## config.mk

```make
export PLATFORM = sky130hd
export DESIGN_NAME = sc_level_sequencer
export DESIGN_NICKNAME = d
export VERILOG_FILES = /design/src/rtl/sc_level_pkg.sv /design/src/rtl/sc_falling_edge_sync.sv /design/src/rtl/sc_level_sequencer.sv
export SDC_FILE = /design/constraint.sdc
export NUM_CORES = 1
export LEC_CHECK = 0
export BUFFER_PORTS_ARGS = -buffer_cell sky130_fd_sc_hd__buf_2
export CORE_MARGIN = 10
export CORE_UTILIZATION = 50
export DETAILED_ROUTE_END_ITERATION = 8
export HOLD_SLACK_MARGIN = 0.03
export PLACE_DENSITY = 0.66
export SYNTH_ARGS = -nofsm -noshare
export SYNTH_HDL_FRONTEND = slang
export SYNTH_HIERARCHICAL = 1
export SYNTH_SLANG_ARGS = --single-unit
export TNS_END_PERCENT = 50
```

## constraint.sdc

```tcl
create_clock -name SC_COUNTER_LEVELS_CLOCK_50 -period 11.59 [get_ports SC_COUNTER_LEVELS_CLOCK_50]
set_input_delay 1.159 -clock SC_COUNTER_LEVELS_CLOCK_50 [delete_from_list [all_inputs] [get_ports SC_COUNTER_LEVELS_CLOCK_50]]
set_output_delay 1.159 -clock SC_COUNTER_LEVELS_CLOCK_50 [all_outputs]
set_load 0.01 [all_outputs]
```

## src/rtl/sc_level_pkg.sv

```systemverilog
// Shared state encoding and speed-period arithmetic for the Frogger level sequencer.
package sc_level_pkg;

  localparam logic [1:0] ST_IDLE   = 2'd0;
  localparam logic [1:0] ST_PLAY   = 2'd1;
  localparam logic [1:0] ST_BANNER = 2'd2;
  localparam logic [1:0] ST_WON    = 2'd3;

  typedef enum logic [1:0] {
    StIdle   = ST_IDLE,
    StPlay   = ST_PLAY,
    StBanner = ST_BANNER,
    StWon    = ST_WON
  } state_e;

  // max(base - (level-1)*step, min_period); a negative difference clamps to min_period.
  function automatic logic [63:0] calc_period(input logic [63:0] level, input logic [63:0] base,
                                              input logic [63:0] step,
                                              input logic [63:0] min_period);
    logic [63:0] dec;
    logic [63:0] diff;
    dec  = (level == 64'd0) ? 64'd0 : (level - 64'd1) * step;
    diff = base - dec;
    if (dec > base || diff < min_period) begin
      return min_period;
    end
    return diff;
  endfunction

endpackage

```

## src/rtl/sc_falling_edge_sync.sv

```systemverilog
// Two-flop synchroniser for an active-low request, producing one registered pulse per
// high-to-low transition.
module sc_falling_edge_sync (
  input  logic clk_i,
  input  logic rst_i,
  input  logic in_ni,
  output logic fall_o
);

  logic       sync1_q, sync2_q;
  logic       armed_q;
  logic [1:0] fill_q;
  logic       fall_q;

  // armed_q only rises once a genuinely sampled high has passed through the synchroniser,
  // so an input already low when reset is released cannot fake an edge.
  always_ff @(posedge clk_i or posedge rst_i) begin
    if (rst_i) begin
      sync1_q <= 1'b1;
      sync2_q <= 1'b1;
      fill_q  <= 2'b00;
      armed_q <= 1'b0;
      fall_q  <= 1'b0;
    end else begin
      sync1_q <= in_ni;
      sync2_q <= sync1_q;
      fill_q  <= {fill_q[0], 1'b1};
      armed_q <= fill_q[1] & sync2_q;
      fall_q  <= armed_q & ~sync2_q;
    end
  end

  assign fall_o = fall_q;

endmodule

```

## src/rtl/sc_level_sequencer.sv

```systemverilog
// Frogger level sequencer: edge-detected start/done requests drive level, banner, win flag
// and a per-level speed tick.
module sc_level_sequencer
  import sc_level_pkg::*;
#(
  parameter int unsigned LEVEL_WIDTH   = 4,
  parameter int unsigned MAX_LEVEL     = 9,
  parameter int unsigned WRAP_MODE     = 0,
  parameter int unsigned BANNER_CYCLES = 50_000_000,
  parameter int unsigned PERIOD_WIDTH  = 26,
  parameter int unsigned BASE_PERIOD   = 25_000_000,
  parameter int unsigned PERIOD_STEP   = 2_000_000,
  parameter int unsigned MIN_PERIOD    = 2_000_000
) (
  input  logic                   SC_COUNTER_LEVELS_CLOCK_50,
  input  logic                   SC_COUNTER_LEVELS_RESET_InHigh,
  input  logic                   SC_COUNTER_LEVELS_start_InLow,
  input  logic                   SC_COUNTER_LEVELS_done_InLow,
  output logic [LEVEL_WIDTH-1:0] SC_COUNTER_LEVELS_level_Out,
  output logic                   SC_COUNTER_LEVELS_levelUp_OutHigh,
  output logic                   SC_COUNTER_LEVELS_banner_OutHigh,
  output logic                   SC_COUNTER_LEVELS_won_OutHigh,
  output logic                   SC_COUNTER_LEVELS_tick_OutHigh
);

  localparam int unsigned BannerWidth = $clog2(BANNER_CYCLES + 1);
  localparam logic [LEVEL_WIDTH-1:0] LevelOne = LEVEL_WIDTH'(1);
  localparam logic [LEVEL_WIDTH-1:0] LevelMax = LEVEL_WIDTH'(MAX_LEVEL);
  localparam logic [BannerWidth-1:0] BannerLoad = BannerWidth'(BANNER_CYCLES - 1);

  // Tick counter load value: it counts down to zero, so one less than the period.
  function automatic logic [PERIOD_WIDTH-1:0] reload_of(input logic [LEVEL_WIDTH-1:0] lvl);
    return PERIOD_WIDTH'(calc_period(64'(lvl), 64'(BASE_PERIOD), 64'(PERIOD_STEP),
                                     64'(MIN_PERIOD))) - PERIOD_WIDTH'(1);
  endfunction

  logic start_ev, done_ev;

  sc_falling_edge_sync u_start_sync (
    .clk_i  (SC_COUNTER_LEVELS_CLOCK_50),
    .rst_i  (SC_COUNTER_LEVELS_RESET_InHigh),
    .in_ni  (SC_COUNTER_LEVELS_start_InLow),
    .fall_o (start_ev)
  );

  sc_falling_edge_sync u_done_sync (
    .clk_i  (SC_COUNTER_LEVELS_CLOCK_50),
    .rst_i  (SC_COUNTER_LEVELS_RESET_InHigh),
    .in_ni  (SC_COUNTER_LEVELS_done_InLow),
    .fall_o (done_ev)
  );

  state_e                  state_q, state_d;
  logic [LEVEL_WIDTH-1:0]  level_q, level_d;
  logic [BannerWidth-1:0]  banner_q, banner_d;
  logic [PERIOD_WIDTH-1:0] tick_cnt_q, tick_cnt_d;
  logic                    level_up_q, level_up_d;
  logic                    won_pulse_q, won_pulse_d;
  logic                    tick_q, tick_d;

  always_comb begin
    state_d     = state_q;
    level_d     = level_q;
    banner_d    = banner_q;
    tick_cnt_d  = tick_cnt_q;
    level_up_d  = 1'b0;
    won_pulse_d = 1'b0;
    tick_d      = 1'b0;
    unique case (state_q)
      StIdle: begin
        if (start_ev) begin
          state_d    = StPlay;
          level_d    = LevelOne;
          tick_cnt_d = reload_of(LevelOne);
        end
      end
      StPlay: begin
        // Start wins over a simultaneous done.
        if (start_ev) begin
          level_d    = LevelOne;
          tick_cnt_d = reload_of(LevelOne);
        end else if (done_ev) begin
          if (level_q < LevelMax) begin
            level_d    = level_q + LevelOne;
            level_up_d = 1'b1;
            state_d    = StBanner;
            banner_d   = BannerLoad;
          end else if (WRAP_MODE != 0) begin
            level_d     = LevelOne;
            won_pulse_d = 1'b1;
            state_d     = StBanner;
            banner_d    = BannerLoad;
          end else begin
            state_d = StWon;
          end
        end else if (tick_cnt_q == '0) begin
          tick_d     = 1'b1;
          tick_cnt_d = reload_of(level_q);
        end else begin
          tick_cnt_d = tick_cnt_q - PERIOD_WIDTH'(1);
        end
      end
      StBanner: begin
        if (banner_q == '0) begin
          state_d    = StPlay;
          tick_cnt_d = reload_of(level_q);
        end else begin
          banner_d = banner_q - BannerWidth'(1);
        end
      end
      StWon: begin
        if (start_ev) begin
          state_d    = StPlay;
          level_d    = LevelOne;
          tick_cnt_d = reload_of(LevelOne);
        end
      end
      default: state_d = StIdle;
    endcase
  end

  always_ff @(posedge SC_COUNTER_LEVELS_CLOCK_50 or posedge SC_COUNTER_LEVELS_RESET_InHigh) begin
    if (SC_COUNTER_LEVELS_RESET_InHigh) begin
      state_q     <= StIdle;
      level_q     <= '0;
      banner_q    <= '0;
      tick_cnt_q  <= '0;
      level_up_q  <= 1'b0;
      won_pulse_q <= 1'b0;
      tick_q      <= 1'b0;
    end else begin
      state_q     <= state_d;
      level_q     <= level_d;
      banner_q    <= banner_d;
      tick_cnt_q  <= tick_cnt_d;
      level_up_q  <= level_up_d;
      won_pulse_q <= won_pulse_d;
      tick_q      <= tick_d;
    end
  end

  assign SC_COUNTER_LEVELS_level_Out       = level_q;
  assign SC_COUNTER_LEVELS_levelUp_OutHigh = level_up_q;
  assign SC_COUNTER_LEVELS_banner_OutHigh  = (state_q == StBanner);
  assign SC_COUNTER_LEVELS_won_OutHigh     = (WRAP_MODE == 0) ? (state_q == StWon) : won_pulse_q;
  assign SC_COUNTER_LEVELS_tick_OutHigh    = tick_q;

endmodule

```

* Yosys cells after proc, flatten, opt, wreduce, memory -nomap -nowiden
Index checks and enable logic that the tools add are counted.
** Word-level totals
- Memories :: 0
- RAM bits :: 0
- Output and inout port bits :: 8
- Register bits after elaboration :: 72
- Bits of input ports :: 4
- Logic and storage cells :: 104
- Bits in read-only memories :: 0
- Bits in latches :: 0
** Operators by class
- Shifts and indexed selects :: 0
- $mul :: 1
- $lt $le $gt $ge :: 3
- Add/subtract/negate cells :: 7
- Mux-type cells :: 47
- Div/mod/pow operators :: 0
- Eq/ne operators :: 12
- Bitwise gates (word level) :: 6
- Reduce and logical (&&, ||, !) cells :: 12
** Operators with widths (number)
- $mux 26 :: 18
- $sub 26x1->26 const B :: 4
- $pmux 26 s3 :: 1
- $gt 64x25->1 const B :: 1
- $lt 64x21->1 const B :: 1
- $mul 64x14->57 const B :: 1
- $mux 64 :: 1
- $sub 25x64->64 const A :: 1
- $logic_not 26->1 :: 2
- $pmux 26 s2 :: 1
- $mux 1 :: 16
- $mux 4 :: 4
- $mux 2 :: 4
- $pmux 4 s2 :: 1
- $reduce_and 4->1 :: 2
- $ne 2x1->1 const B :: 3
- $ne 2x2->1 const B :: 3
- $pmux 2 s3 :: 1
- $reduce_and 5->1 :: 1
- $sub 4x1->5 const B :: 1
- $add 4x1->4 const B :: 1
- $and 1x1->1 :: 4
- $eq 2x2->1 const B :: 2
- $logic_not 4->1 :: 1
- 11 further kinds :: 13

* Depth between registers and ports, before layout
Gate-level depths: netlist of the first run.
- Word-level depth :: 21
- Depth in mapped cells :: 37
- Depth with buffers taken out :: 33

* By module
Netlist of the first run, hierarchy kept.
** Modules (own cells, without submodules)
- sc_level_sequencer :: sequential area each 1501.4 um2, instances 1, cells an instance 887, area an instance 6962.9 um2
- sc_falling_edge_sync :: sequential area each 152.6 um2, instances 2, cells an instance 10, area an instance 176.4 um2

* Least setup slack after synthesis of the first run
Ideal clock, no wire load.
- Path kind :: reg2reg
- Start point :: register level_q[0] (netlist: SC_COUNTER_LEVELS_level_Out[0])
- End point :: register tick_cnt_q[16]
- Required time :: 11.467 ns
- Setup slack :: 2.739 ns
- Period minus slack after synthesis :: 8.851 ns
- Library setup time :: 0.123 ns
- Path buffers :: 3
- Arrival time :: 8.728 ns
- Stages on the path, launching flop included :: 35
- Path through :: dfrtp_1 > inv_1 > ha_1 > or3b_1 > buf_6 > buf_2 > inv_1 > ha_1 > fa_1 > inv_1 > fa_1 > ha_1 > xnor2_1 > ha_1 > inv_1 > fa_1 > inv_1 > ha_1 > and2_1 > a21o_1 > a211o_1 > a2111oi_0 > nand2b_1 > ha_1 > and3_1 > a21oi_1 > a21oi_1 > nand3_1 > or4b_1 > a22o_1 > a2111oi_2 > nand4_2 > buf_6 > a41oi_1 > o21ai_1
** On the way
- Word-level cells in the longest chain between the ends :: 21
- Elaborated cells between the ends (all ways) :: 30
- Classes of those cells :: add/sub: 4; mul: 1; order compare: 2; mux: 21; reduce/logical: 2
** Ends and longest elaborated chain
- start: declaration :: line sc_level_sequencer.sv:54 : logic [LEVEL_WIDTH-1:0] level_q, level_d;
- start signal: assignment :: line sc_level_sequencer.sv:133 : level_q <= level_d;
- $sub 4x1->5 :: line sc_level_pkg.sv:22 : dec = (level == 64'd0) ? 64'd0 : (level - 64'd1) * step;
- $mul 64x14->57 :: line sc_level_pkg.sv:22
- $mux 64 (*) :: line sc_level_pkg.sv:22
- $sub 25x64->64 :: line sc_level_pkg.sv:23 : diff = base - dec;
- $lt 64x21->1 :: line sc_level_pkg.sv:24 : if (dec > base || diff < min_period) begin
- $logic_or 1x1->1 :: line sc_level_pkg.sv:24
- $mux 1 :: line sc_level_pkg.sv:24
- $mux 1 :: line sc_level_sequencer.sv:96 : end else if (tick_cnt_q == '0) begin
- [5 not listed]
- $mux 26 :: line sc_level_sequencer.sv:82 : end else if (done_ev) begin
- $mux 26 :: line sc_level_sequencer.sv:79 : if (start_ev) begin
- $mux 26 :: line sc_level_sequencer.sv:69 : unique case (state_q)
- $sub 26x1->26 :: line sc_level_sequencer.sv:34 : 64'(MIN_PERIOD))) - PERIOD_WIDTH'(1);
- $mux 26 :: line sc_level_sequencer.sv:96
- $mux 26 :: line sc_level_sequencer.sv:82
- $mux 26 :: line sc_level_sequencer.sv:79
- $pmux 26 s3 (*) :: line sc_level_sequencer.sv:69
- end signal: assignment :: line sc_level_sequencer.sv:135 : tick_cnt_q <= tick_cnt_d;
- end: declaration :: line sc_level_sequencer.sv:56 : logic [PERIOD_WIDTH-1:0] tick_cnt_q, tick_cnt_d;
Every way passes the cells marked *; elsewhere a longest branch is shown, timed or not. The select of a mux whose other input is x is not followed.
A chain may end at the register's enable or synchronous reset.

* Worst setup path in the final report of the first run
Ends and elaborated chain as after synthesis.

==> results by group, run 1 <==
Global route
  • Gr ovfl total: 0
  • Initial antenna violation count: 0
  • Number of global-route vias before repair: 6,015
  • First-pass GRT wire length: between 30,000 and 40,000 um
  • Largest net degree at the start of global routing: 61
  • All-layer global routing usage: a little under a fifth

Yosys
  • Synth Net Count: 988
  • Distinct cells, synth: 85
  • Avg Cell Area, Syn: slightly above 8 sq um
  • Synth Flop Type: dfrtp_1
  • Main area contributors after synthesis: dfrtp_1, ha_1, xnor2_1
  • Area share of the largest cell type after synthesis: 23.26%
  • Seq/Total Area, Yosys: 24.70%
  • Largest area contributor in the netlist: dfrtp_1
  • Syn Inst Count: between 900 and 1k
  • Synthesis Warnings: 6
  • Synthesized flop and latch total: 72
  • Synth Cell Area: 7316 sq um
  • Share of async-settable or async-resettable flops after synthesis: between 90% and 100%
  • Number of synthesized flops with an enable pin: 0

Finish
  • # nets final: 981
  • Antenna cell count: 0
  • Commonest non-fill, non-tap cells in the layout: nand2_1, inv_1, nor2_1
  • Most common cell after layout, fill and taps aside: nand2_1
  • Area Overhead vs Synth: 6.944%
  • Share of layout cells above drive strength 1: 7.403%

Floorplan
  • Row count: 44
  • Initial Util: roughly 50%
  • Top Ports: 12
  • Die H: 141.0 um
  • Die area: 19,870 sq um
  • CORE AREA: 14,420 sq um
  • Die W: ~140 um

Clock tree
  • Clk sinks: 72
  • CTS tree: yes
  • CTS root buffer: clkbuf_16
  • Max H-tree Level: 3
  • CTS clk-pin slew, worst paths: 0.06 ns
  • Post-CTS sizing: 0
  • Worst skew pair latency: about 0.34 ns
  • Post-CTS Setup Bufs: 0
  • TritonCTS buffer count: 9
  • Worst-case clock buffer depth: 2
  • # hold bufs at CTS: 0

Critical path
  • CP most frequent cell: ha_1
  • Critical path class: reg2reg
  • Startpoint types: register
  • Slowest cell on crit path: a2111oi_0
  • CP arrival: slightly above 10 ns
  • Worst setup EP type: register
  • CP max stage delay: 0.88 ns
  • Critical Path Fanout Max: 16
  • FF-to-FF Start: SC_COUNTER_LEVELS_level_Out[0]
  • Crit path buf inv count: 6
  • CP startpoint: SC_COUNTER_LEVELS_level_Out[0]
  • Worst path top cell family by delay: adder cells
  • CP Data Required Time: 11.81 ns

STA
  • Final Critical Period: ~10 ns
  • RSZ-0062 raised after global routing: no
  • Relative slew slack: roughly 30%
  • Setup TNS: 0 ns
  • Clk_skew: 0.004106 ns
  • Final setup viols: 0
  • F_max: 98.35 MHz
  • Final Hold Viols: 0
  • Slew @ Worst Pin: about 1 ns
  • Slew Viols, Final: 0
  • Tcrit/Tclk final: 87.73%

Drt
  • Vias: between 6k and 7k
  • Vias per inst: 6.009
  • Detail Route Antenna Nets: 0
  • DRC errors left: 0
  • WL per Instance: ~17 um
  • 1st-iter DRT viols: 584
  • Drt first pass iters: 5
  • Wirelength, routed: 18,230 um

Place
  • IO Port Bufs: 11
  • DP Wirelength: 14,190 um
  • Routability congestion estimate: 0.9390

Status
  • Status: complete, no violations

Flow run
  • Max-Cap Viols: 0

Worst hold path
  • Worst hold start: u_done_sync/fill_q[0]
  • HP Class: reg2reg
## final cells by class
cell class                      instances  area (sq um)
Multi-Input combinational cell        724          5042
Clock inverter                          7         126.4
Clock buffer                            9         225.2
Fill cell                            1378          6600
Sequential cell                        72          1807
Inverter                               76         292.8
Tap cell                              184         230.2
Timing Repair Buffer                   17         100.1
## worst reg2reg max path: cells and delay by family, from the launching register on
family / cells / cell delay (ns)
buffers and inverters: 6 / 1.01
AND/OR/NAND/NOR: 6 / 1.91
AO/OA/AOI/OAI: 10 / 3.04
flip-flops: 1 / 0.64
adder cells (fa/ha/maj): 9 / 3.32
XOR/XNOR: 1 / 0.14
## kinds of logic (layout without fill, tap and decap cells)
family / count (synthesis) / count (layout) / share of synthesized area, %
muxes: 8 / 8 / 1.163
other: 2 / 2 / 0.1027
AOI/OAI and AO/OA: 233 / 233 / 21.24
xor gates and xnor gates: 62 / 62 / 7.679
and+or+nand+nor: 341 / 341 / 23.89
buffers and inverters: 111 / 109 / 6.379
DFF: 72 / 72 / 24.70
adders and majority gates: 78 / 78 / 14.85
## state kept, by name (all words and copies together), names as in the netlist
register and flops:
u_start_sync/fill_q 2, u_start_sync/sync2_q 1, u_done_sync/fill_q 2, state_q 2
banner_q 26, SC_COUNTER_LEVELS_level_Out 4, u_start_sync/sync1_q 1, u_done_sync/fall_o 1
SC_COUNTER_LEVELS_levelUp_OutHigh 1, u_done_sync/armed_q 1, u_done_sync/sync1_q 1, u_start_sync/armed_q 1
tick_cnt_q 26, SC_COUNTER_LEVELS_tick_OutHigh 1, u_start_sync/fall_o 1, u_done_sync/sync2_q 1
## through the flow
stage               worst slack (ns)  util, %  hold WS (ns)  cells  instance area, sq um
floorplan                      2.739        -        0.3312    907                  7316
global placement               1.773    51.80        0.3329   1073                  7472
detailed placement             1.476    51.80        0.3426   1073                  7472
CTS                            1.444    54.24        0.3559   1089                  7824
global route                  0.5980    54.24        0.3585   1089                  7824
finish                         1.422    54.24        0.3525   1089                  7824
## layer usage
layer	track usage, %	up-vias	part of all wire, %	wire [um]
li1	-	3258	-	-
met1	25.02	3098	47	8502
met2	29.09	163	47	8591
met3	2.889	25	4.0	724
met4	5.815	0	2.3	414
met5	0	-	0	0
## Yosys cell counts (13+ instances only)
| master | number |
|---|---|
| nand2_1 | 87 |
| inv_1 | 74 |
| nor2_1 | 71 |
| dfrtp_1 | 68 |
| ha_1 | 62 |
| o21ai_0 | 58 |
| a21oi_1 | 53 |
| xnor2_1 | 42 |
| nor3_1 | 40 |
| nand3_1 | 24 |
| clkbuf_1 | 20 |
| or3_1 | 19 |
| xor2_1 | 19 |
| a21o_1 | 15 |
| fa_1 | 15 |
| a31oi_1 | 13 |
## path summary, 6_finish.rpt
check,endpoint,slack (ns),cells past startpoint
setup / recovery,tick_cnt_q[16],1.42,32
hold / removal,u_done_sync/fill_q[1],0.35,0
setup reg to reg,tick_cnt_q[16],1.42,32
hold reg to reg,u_done_sync/fill_q[1],0.35,0
max in group asynchronous,tick_cnt_q[10],10.00,3
min in group asynchronous,u_start_sync/fill_q[0],0.75,2
Power of run 1 is left out: the tool's default activity adds up to more than one toggle a clock period on the data nets, which glitch-free logic cannot reach.
==> run 2, diff against run 1 <==
CELL_PAD_IN_SITES_DETAIL_PLACEMENT = 2   (was unset)
CELL_PAD_IN_SITES_GLOBAL_PLACEMENT = 2   (was unset)
CORE_UTILIZATION = 40   (was 50)
PLACE_DENSITY = unset   (was 0.66)
PLACE_DENSITY_LB_ADDON = 0.1   (was unset)
==> results by group, run 2 (synthesis results as in run 1) <==
STA
  • Tcrit/Tclk final: 89.14% (was 87.73%)
  • Setup TNS: 0 ns (unchanged)
  • Slew Viols, Final: 0 (unchanged)
  • Relative slew slack: 32.98% (was 29.79%)
  • RSZ-0062 raised after global routing: no (unchanged)
  • Final Critical Period: 10.33 ns (was 10.17 ns)
  • Final setup viols: 0 (unchanged)
  • F_max: 96.80 MHz (was 98.35 MHz)
  • Slew @ Worst Pin: 0.9799 ns (was 1.027 ns)
  • Final Hold Viols: 0 (unchanged)
  • Clk_skew: 0.009545 ns (was 0.004106 ns)

Critical path
  • CP Data Required Time: 11.81 ns (about the same)
  • CP max stage delay: 0.91 ns (was 0.88 ns)
  • Startpoint types: register (unchanged)
  • CP startpoint: SC_COUNTER_LEVELS_level_Out[0] (unchanged)
  • Critical Path Fanout Max: 14 (was 16)
  • Critical path class: reg2reg (unchanged)
  • CP arrival: 10.55 ns (was 10.39 ns)
  • FF-to-FF Start: SC_COUNTER_LEVELS_level_Out[0] (unchanged)
  • Crit path buf inv count: 6 (unchanged)
  • Slowest cell on crit path: a2111oi_0 (unchanged)
  • Worst path top cell family by delay: adder cells (unchanged)
  • Worst setup EP type: register (unchanged)

Global route
  • Number of global-route vias before repair: 7,549 (was 6,015)
  • All-layer global routing usage: 20.89% (was 18.38%)
  • Largest net degree at the start of global routing: 61 (unchanged)
  • First-pass GRT wire length: 41,540 um (was 30,650 um)
  • Initial antenna violation count: 0 (unchanged)
  • Gr ovfl total: 0 (unchanged)

Drt
  • Vias: 6,892 (was 6,544)
  • DRC errors left: 0 (unchanged)
  • Drt first pass iters: 5 (unchanged)
  • Detail Route Antenna Nets: 0 (unchanged)
  • WL per Instance: 22.35 um (was 16.74 um)
  • 1st-iter DRT viols: 329 (was 584)
  • Wirelength, routed: 25,350 um (was 18,230 um)
  • Vias per inst: 6.078 (was 6.009)

Finish
  • # nets final: 981 (unchanged)
  • # fillers: 2,042 (was 1,378)
  • Area Overhead vs Synth: 6.824% (was 6.944%)
  • Commonest non-fill, non-tap cells in the layout: nand2_1, inv_1, nor2_1 (unchanged)
  • Post-route cell area: 7815 sq um (was 7824 sq um)
  • Share of layout cells above drive strength 1: 7.403% (unchanged)
  • Most common cell after layout, fill and taps aside: nand2_1 (unchanged)
  • Antenna cell count: 0 (unchanged)

Clock tree
  • CTS clk-pin slew, worst paths: 0.07 ns (was 0.06 ns)
  • Post-CTS sizing: 0 (unchanged)
  • Worst-case clock buffer depth: 2 (unchanged)
  • CTS root buffer: clkbuf_16 (unchanged)
  • Worst skew pair latency: 0.35 ns (was 0.34 ns)
  • TritonCTS buffer count: 9 (unchanged)
  • # hold bufs at CTS: 0 (unchanged)
  • Clk sinks: 72 (unchanged)
  • Post-CTS Setup Bufs: 0 (unchanged)
  • CTS tree: yes (unchanged)
  • Max H-tree Level: 3 (unchanged)

Worst hold path
  • Worst hold start: u_done_sync/fill_q[0] (unchanged)
  • HP Class: reg2reg (unchanged)

Floorplan
  • Top Ports: 12 (unchanged)
  • CORE AREA: 17,960 sq um (was 14,420 sq um)
  • Row count: 49 (was 44)
  • Initial Util: 40.73% (was 50.72%)
  • Die H: 155.2 um (was 141.0 um)
  • Die W: 155.2 um (was 141.0 um)
  • Die area: 24,100 sq um (was 19,870 sq um)

Place
  • IO Port Bufs: 11 (unchanged)
  • DP Wirelength: 19,340 um (was 14,190 um)
  • Post-DP Area: 7528 sq um (was 7472 sq um)
  • Routability congestion estimate: 0.8846 (was 0.9390)

Status
  • Status: complete, no violations (unchanged)

Flow run
  • Max-Cap Viols: 0 (unchanged)
run 2: cell types whose count changed in the layout (fill, tap and decap cells not counted):
cell | before | now
bufinv_16 | 3 | 0
clkinv_4 | 0 | 1
inv_6 | 2 | 3
clkinvlp_4 | 1 | 2
run 2: final timing paths:
| kind | end | slack, ns | cells after the start |
|---|---|---|---|
| max | tick_cnt_q[16] | 1.26 | 31 |
| min | u_done_sync/fill_q[1] | 0.35 | 0 |
| max reg2reg | tick_cnt_q[16] | 1.26 | 31 |
| min reg2reg | u_done_sync/fill_q[1] | 0.35 | 0 |
| max in group asynchronous | tick_cnt_q[6] | 9.94 | 3 |
| min in group asynchronous | u_start_sync/armed_q | 0.74 | 2 |
run 2: final cells by class:
| type | count | area, sq um | area share, % |
|---|---|---|---|
| Clock inverter | 7 | 61.31 | 0.7845 |
| Tap cell | 229 | 286.5 | 3.666 |
| Multi-Input combinational cell | 724 | 5042 | 64.52 |
| Inverter | 76 | 292.8 | 3.746 |
| Clock buffer | 9 | 225.2 | 2.882 |
| Timing Repair Buffer | 17 | 100.1 | 1.281 |
| Sequential cell | 72 | 1807 | 23.12 |
run 2: per-layer routing:
metal | wire (um) | global-route usage, % | vias up
li1 | - | - | 3242
met4 | 416 | 5.036 | 0
met3 | 364 | 1.820 | 24
met1 | 11400 | 26.19 | 3553
met2 | 13160 | 37.63 | 73
met5 | 0 | 0 | -
run 2: through the flow:
step / util [%] / cells / setup slack (ns) / hold WS, ns
2_1_floorplan: - / 907 / 2.739 / 0.3312
3_3_place_gp: 41.91 / 1118 / 1.681 / 0.3336
3_5_place_dp: 41.91 / 1118 / 1.391 / 0.3373
4_1_cts: 43.50 / 1134 / 1.260 / 0.3530
5_1_grt: 43.50 / 1134 / 0.3385 / 0.3593
6_report: 43.50 / 1134 / 1.259 / 0.3508
run 2: worst reg2reg max path, delay by kind of cell, from the launching register on:
kind	cells	cell delay (ns)
adders and majority gates	9	3.46
and+or+nand+nor	6	1.79
xor gates and xnor gates	1	0.47
DFF	1	0.66
AOI/OAI and AO/OA	9	3.02
buffers and inverters	6	0.84
Power of run 2 is left out for the same reason.
